### src/rtl/rr_mux_pkg.sv
// Shared constants, lock-state type and select-width helper for the round-robin channel mux.
package rr_mux_pkg;

   localparam int unsigned MODE_SELECT = 0;
   localparam int unsigned MODE_RR     = 1;

   typedef enum logic {
      IDLE   = 1'b0,
      LOCKED = 1'b1
   } lock_state_e;

   // Channel index width; a two-or-fewer channel mux still needs one select bit
   function automatic int unsigned sel_width(input int unsigned n);
      int unsigned w;
      w = $clog2(n);
      return (w < 1) ? 1 : w;
   endfunction

endpackage

### src/rtl/rr_priority_picker.sv
// Combinational find-first over a request vector, searching upward from a start index with wrap.
module rr_priority_picker #(
   parameter int unsigned N     = 4,
   parameter int unsigned IDX_W = 2
) (
   input  logic [N-1:0]     req,
   input  logic [IDX_W-1:0] start,
   output logic             found,
   output logic [IDX_W-1:0] index
);

   int unsigned cand;

   // Walk start, start+1, ... modulo N and keep the first requester seen
   always_comb begin
      found = 1'b0;
      index = '0;
      cand  = 0;
      for (int unsigned j = 0; j < N; j++) begin
         cand = (32'(start) + j) % N;
         if (!found && req[cand]) begin
            found = 1'b1;
            index = IDX_W'(cand);
         end
      end
   end

endmodule

### src/rtl/rr_channel_mux.sv
// Registered N:1 channel mux with valid/ready, explicit-select or round-robin grant,
// and packet locking in round-robin mode.
module rr_channel_mux
   import rr_mux_pkg::*;
#(
   parameter int unsigned WIDTH    = 32,
   parameter int unsigned CHANNELS = 4,
   parameter int unsigned MODE     = MODE_SELECT,
   localparam int unsigned SEL_W   = sel_width(CHANNELS)
) (
   input  logic                      clk,
   input  logic                      reset,
   input  logic [CHANNELS-1:0]       in_valid,
   input  logic [CHANNELS*WIDTH-1:0] in_data,
   input  logic [CHANNELS-1:0]       in_last,
   output logic [CHANNELS-1:0]       in_ready,
   input  logic [SEL_W-1:0]          sel,
   output logic                      out_valid,
   output logic [WIDTH-1:0]          out_data,
   output logic                      out_last,
   output logic [SEL_W-1:0]          out_chan,
   input  logic                      out_ready
);

   logic             load_en;
   logic             grant;
   logic             xfer;
   logic [SEL_W-1:0] winner;
   logic [WIDTH-1:0] pick_data;
   logic             pick_last;

   lock_state_e      state_q, state_d;
   logic [SEL_W-1:0] ptr_q, ptr_d;
   logic [SEL_W-1:0] lock_chan_q, lock_chan_d;

   if (MODE == MODE_RR) begin : g_rr
      logic [CHANNELS-1:0] eligible;
      logic                unused_sel;

      assign unused_sel = ^sel;

      // While a packet is in flight only its owning channel may compete
      always_comb begin
         eligible = in_valid;
         if (state_q == LOCKED) begin
            eligible = in_valid & (CHANNELS'(1) << lock_chan_q);
         end
      end

      rr_priority_picker #(
         .N     (CHANNELS),
         .IDX_W (SEL_W)
      ) u_picker (
         .req   (eligible),
         .start (ptr_q),
         .found (grant),
         .index (winner)
      );
   end else begin : g_sel
      // Explicit select: out-of-range sel never matches a channel, so no grant
      always_comb begin
         grant  = 1'b0;
         winner = sel;
         for (int unsigned i = 0; i < CHANNELS; i++) begin
            if (sel == SEL_W'(i) && in_valid[i]) begin
               grant = 1'b1;
            end
         end
      end
   end

   // Ready goes only to the winner, and only when the output register can take a word
   always_comb begin
      load_en  = !out_valid || out_ready;
      in_ready = '0;
      for (int unsigned i = 0; i < CHANNELS; i++) begin
         in_ready[i] = !reset && load_en && grant && (winner == SEL_W'(i));
      end
      xfer = !reset && load_en && grant;
   end

   // Steer the winning channel's beat to the output register inputs
   always_comb begin
      pick_data = '0;
      pick_last = 1'b0;
      for (int unsigned i = 0; i < CHANNELS; i++) begin
         if (winner == SEL_W'(i)) begin
            pick_data = in_data[i*WIDTH +: WIDTH];
            pick_last = in_last[i];
         end
      end
   end

   // Lock state, round-robin pointer and owning channel
   always_ff @(posedge clk or posedge reset) begin
      if (reset) begin
         state_q     <= IDLE;
         ptr_q       <= '0;
         lock_chan_q <= '0;
      end else begin
         state_q     <= state_d;
         ptr_q       <= ptr_d;
         lock_chan_q <= lock_chan_d;
      end
   end

   // End of packet releases the lock and moves priority past the sender
   always_comb begin
      state_d     = state_q;
      ptr_d       = ptr_q;
      lock_chan_d = lock_chan_q;
      if (MODE == MODE_RR && xfer) begin
         if (pick_last) begin
            state_d = IDLE;
            ptr_d   = (winner == SEL_W'(CHANNELS - 1)) ? '0 : winner + 1'b1;
         end else begin
            state_d     = LOCKED;
            lock_chan_d = winner;
         end
      end
   end

   // Single output stage: load on transfer, drop valid on pop, otherwise hold
   always_ff @(posedge clk or posedge reset) begin
      if (reset) begin
         out_valid <= 1'b0;
         out_data  <= '0;
         out_last  <= 1'b0;
         out_chan  <= '0;
      end else if (xfer) begin
         out_valid <= 1'b1;
         out_data  <= pick_data;
         out_last  <= pick_last;
         out_chan  <= winner;
      end else if (out_ready) begin
         out_valid <= 1'b0;
      end
   end

endmodule
### config.mk
export PLATFORM = sky130hd
export DESIGN_NAME = rr_channel_mux
export DESIGN_NICKNAME = d
export VERILOG_FILES = /design/src/rtl/rr_mux_pkg.sv /design/src/rtl/rr_priority_picker.sv /design/src/rtl/rr_channel_mux.sv
export SDC_FILE = /design/constraint.sdc
export NUM_CORES = 1
export LEC_CHECK = 0
export CORE_UTILIZATION = 34
export DETAILED_ROUTE_END_ITERATION = 12
export HOLD_SLACK_MARGIN = 0.12
export PLACE_DENSITY = 0.82
export SLEW_MARGIN = 10
export SYNTH_ARGS = -nofsm -noshare
export SYNTH_HDL_FRONTEND = slang
export SYNTH_SLANG_ARGS = --single-unit
### constraint.sdc
create_clock -name clk -period 1.9 [get_ports clk]
set_clock_uncertainty 0.1 [all_clocks]
set_input_delay 0.19 -clock clk [delete_from_list [all_inputs] [get_ports clk]]
set_output_delay 0.19 -clock clk [all_outputs]
set_load 0.005 [all_outputs]
# After elaboration in Yosys (flattened, before gate mapping)
# Index checks and enable logic that the tools add are counted.
dict set report classes {
  n_addsub 0
  mul 0
  n_div 0
  order_cmp 0
  n_eq_ne 3
  shifts 0
  muxes 14
  n_bitwise 0
  reduce_logical 15
}
# operator n
set ops {}
lappend ops {{$mux W32} 4}
lappend ops {{$logic_and A1 B1 Y1} 10}
lappend ops {{$mux W1} 10}
lappend ops {{$eq A2 B2 Y1 const B} 2}
lappend ops {{$eq A2 B1 Y1 const B} 1}
lappend ops {{$logic_not A1 Y1} 2}
lappend ops {{$logic_not A2 Y1} 1}
lappend ops {{$reduce_bool A2 Y1} 1}
lappend ops {{$logic_or A1 B1 Y1} 1}
dict set report totals {
  register_bits 36
  latchBits 0
  ramBits 0
  romBits 0
  input_bits 141
  word_cells 36
  memories 0
}

# Logic depth before layout (Yosys ltp)
dict set report logic_depth {
  word_depth 8
  ltp_mapped 5
  depth_no_buf 3
}

# Worst setup path before layout
# OpenSTA, ideal clock, no wires.
dict set report synth_timing {
  kind {input port to flip-flop}
  startpoint {in reset}
  endpoint {reg out_data[0]}
  setup_time_ns 0.125
  t_arrival_ns 1.896
  setup_slack_ns -0.221
  cell_stages 4
  path_cell_list {inv_1 -> nand3_4 -> buf_12 -> mux2_4}
}
dict set report synth_between {
  elab_chain_cells 3
}
# element line
set synth_rtl {}
lappend synth_rtl {{start: declaration} rr_channel_mux.sv:12} ;# input logic reset,
lappend synth_rtl {{$logic_not A1 Y1 (no source line)} --}
lappend synth_rtl {{$logic_and A1 B1 Y1 (2 in a row)} rr_channel_mux.sv:79} ;# xfer = !reset && load_en && grant;
lappend synth_rtl {{end signal: assignment} rr_channel_mux.sv:132} ;# out_data <= pick_data;
lappend synth_rtl {{end: declaration} rr_channel_mux.sv:19} ;# output logic [WIDTH-1:0] out_data,
# Every way passes these cells.
# A chain may end at the register's enable or synchronous reset.

# Worst setup path in the final report
dict set report layout_timing {
  startpoint {in out_ready}
  endpoint {out in_ready[2]}
}
dict set report layout_between {
  elab_chain_cells 4
}
# element line
set layout_rtl {}
lappend layout_rtl {{start: declaration} rr_channel_mux.sv:22} ;# input logic out_ready
lappend layout_rtl {{$logic_or A1 B1 Y1} rr_channel_mux.sv:74} ;# load_en = !out_valid || out_ready;
lappend layout_rtl {{$logic_and A1 B1 Y1 (3 in a row)} rr_channel_mux.sv:77} ;# in_ready[i] = !reset && load_en && grant && (winner == SEL_W'(i));
lappend layout_rtl {{end: declaration} rr_channel_mux.sv:16} ;# output logic [CHANNELS-1:0] in_ready,
# Every way passes these cells.

==> impl_results.md <==
* Status: complete, no violations
* Slowest stage delay, CP at 0.50 ns
* Die ar. at 7387 sq um
* Final #Nets at 462
* Post-Syn Area at 2396 sq um
* CTS H-Tree Depth at 2
* I/O pin count at 181
* Drt wl/cell at 16.59 um
* Layout cells sized above 1 at 27.59%
* GRT Overall Usage at 19.15%
* Dpl cells at 409
* Core area at 6794 sq um
* WL final at 6884 um
* Seq/Total Area, Yosys at 37.60%
* Count of warnings emitted by yosys at 0
* Starting Density at 35.27%
* Synth Area in Simple Gates at 3.185%
* Slowest CP cell: clkdlybuf4s50_1
* Mapped Nets at 275
* Avg Cell Area, Syn at 17.88 sq um
* Gpl congestion at 0.8547
* Inserted Clock Buffers at 5
* Synth Area in Compound Gates at 0.7833%
* Clock-pin slew on the worst setup and hold paths at 0.07 ns
* Synth Area in Adders at 0%
* Min Clock Period, post-route at 1.796 ns
* Required time of the critical path at 1.61 ns
* Clock Tree Root: clkbuf_8
* Post-synthesis register bit count at 36
* Max VDD drop at 0.3272 mV
* Top delay family on crit path: buffers and inverters
* Fmax at 556.8 MHz
* Num rows at 30
* Clk sink count at 36
* Routed via count at 1995
* Grt ovf at 0
* Worst slew pin tran at 0.4409 ns
* Synth cell types at 24
* # diodes at 0
* FILL cells at 550
* FF/Latch Area at 900.9 sq um
* DR iter-0 viols at 51
* Layout area overhead at 83.55%
* Final Core Density at 64.73%
* Antenna Nets Post-Route at 0
* Synth Instances at 134
* Endpoints failing setup at 0
* Post-CTS Hold Buffers at 0
* Initial antenna violation count at 0
* Most common cell after layout, fill and taps aside: clkdlybuf4s50_1
* Die H at 85.95 um
* First drt pass iteration count at 4
* CP Data Arrival Time at 1.51 ns
* Most frequent cells in the layout: clkdlybuf4s50_1, dfrtp_1, mux4_2, mux2_4, buf_4
* Worst Path Buf+Inv at 2
* Main combinational cell family by area after synthesis: multiplexers
* Mux cell area share after synthesis at 53.68%
* CTS tree: built
* Later-pin clock latency in the skew report at 0.27 ns
* First-pass GRT wire length at 10620 um
* Max-cap violations at 0
* Vias in the first global route at 2185
* Area of the multi-input gates at 1381 sq um
* IO Port Bufs at 180
* Crit end category: output pin
* Crit path cell chain: clkdlybuf4s50_1 > nand2b_1 > nand3_1 > nor2_1 > clkdlybuf4s50_1
* Post-route insts no fill at 415
* Residual DRC at 0
* Fin crit share at 94.53%
* Final Max Slew Viols at 0
* Critical path fanouts, max at 2
* HPWL after DPL at 5732 um
* Unrepaired setup endpoints after global routing: false
* Die W at 85.95 um
* PD cells at 672.2 nW/um^2
* Hold WC Path Type: in -> reg
* Worst path most repeated cell: clkdlybuf4s50_1
* Pleak at 1.805 nW
* Setup crit start kind: primary input
* Setup Total Neg Slack at 0 ns
* Critical path class: in -> out
* Largest net degree at the start of global routing at 37
* Via density at 4.807
* XOR/XNOR Fraction of Synth Area at 0%
* Worst slew margin at 70.61%
* Final Hold Fails at 0
* Clk buf depth at 2
## report_power, final
group | internal (mW) | switching, mW
registers | 0.984 | 0.128
logic | 1.03 | 0.349
clock network | 0.236 | 0.231
## sequential cells by signal (all words and copies together), names as in the netlist
register and cells:
out_data 32, out_chan 2, out_last 1, out_valid 1
## what timing repair did
| action | CTS | global route |
|---|---|---|
| endpoints found under the setup margin | 3 | 0 |
| hold endpoints to repair | 0 | 0 |
| buffers inserted | 1 | 0 |
| gates resized for setup | 3 | 0 |
## metrics by stage
stage          area, sq um  total power, mW  setup WS (ns)  hold slack (ns)
2_1_floorplan         2400            1.671         0.1286          0.06735
3_3_place_gp          4325            2.471        -0.1040           0.3894
3_5_place_dp          4325            2.512        -0.1503           0.3954
4_1_cts               4398            2.998        0.08126           0.3482
5_1_grt               4398            3.115        0.01348           0.3904
6_report              4398            2.956         0.1039           0.3476
## final cells by class
type	instances	area share (%)
clock buffer	5	1.565
inverter	2	0.2560
multi-input combinational	84	31.41
sequential	36	20.48
tap	96	2.731
timing repair buffer	192	43.56
## synthesized netlist by cell type
cell type / count / area, sq um
mux4_1: 2 / 52.55
clkbuf_1: 3 / 11.26
buf_12: 3 / 60.06
and4_1: 1 / 8.760
buf_2: 4 / 20.02
buf_1: 1 / 3.750
nor2_1: 2 / 7.510
nand2_1: 2 / 7.510
nand3_1: 1 / 5.000
o31ai_1: 1 / 7.510
nand3_4: 1 / 17.52
o21ai_0: 1 / 5.000
mux2i_1: 1 / 10.01
inv_1: 2 / 7.510
and4b_1: 1 / 10.01
nor2b_1: 1 / 6.260
mux2_4: 29 / 435.4
mux4_2: 32 / 720.7
dfrtp_1: 36 / 900.9
nand2b_1: 1 / 6.260
buf_6: 1 / 11.26
mux2_2: 6 / 67.56
nor3b_1: 1 / 7.510
a31oi_1: 1 / 6.260
## tightest hold or removal path, delay by kind of cell
| family | cells | cell delay (ns) |
|---|---|---|
| buf+inv | 3 | 0.40 |
| compound gates | 1 | 0.09 |
## worst paths after layout
kind                                    from           end  slack (ns)  depth (start not counted)
worst max-delay path               out_ready   in_ready[2]        0.10                          5
worst min-delay path                  sel[0]   out_chan[0]        0.35                          4
worst max register to register     out_valid  out_data[13]        0.41                          5
worst min register to register  out_data[25]  out_data[25]        0.41                          1
max in group asynchronous              reset   out_data[5]        0.87                          4
min in group asynchronous              reset     out_valid        0.51                          4
## cell families (layout without fill, tap and decap cells)
logic type / after synthesis / after routing
flops: 36 / 36
simple gates: 11 / 11
buf+inv: 14 / 199
mux: 70 / 70
compound gates: 3 / 3
## routing by layer
metal,up-vias,share of wire [%],track usage (%)
met4,0,1.8,6.970
met3,9,6.6,4.042
met2,98,57,36.29
met1,974,35,20.85
li1,914,-,-
met5,-,0,0
(Power assumes the default switching activity.)
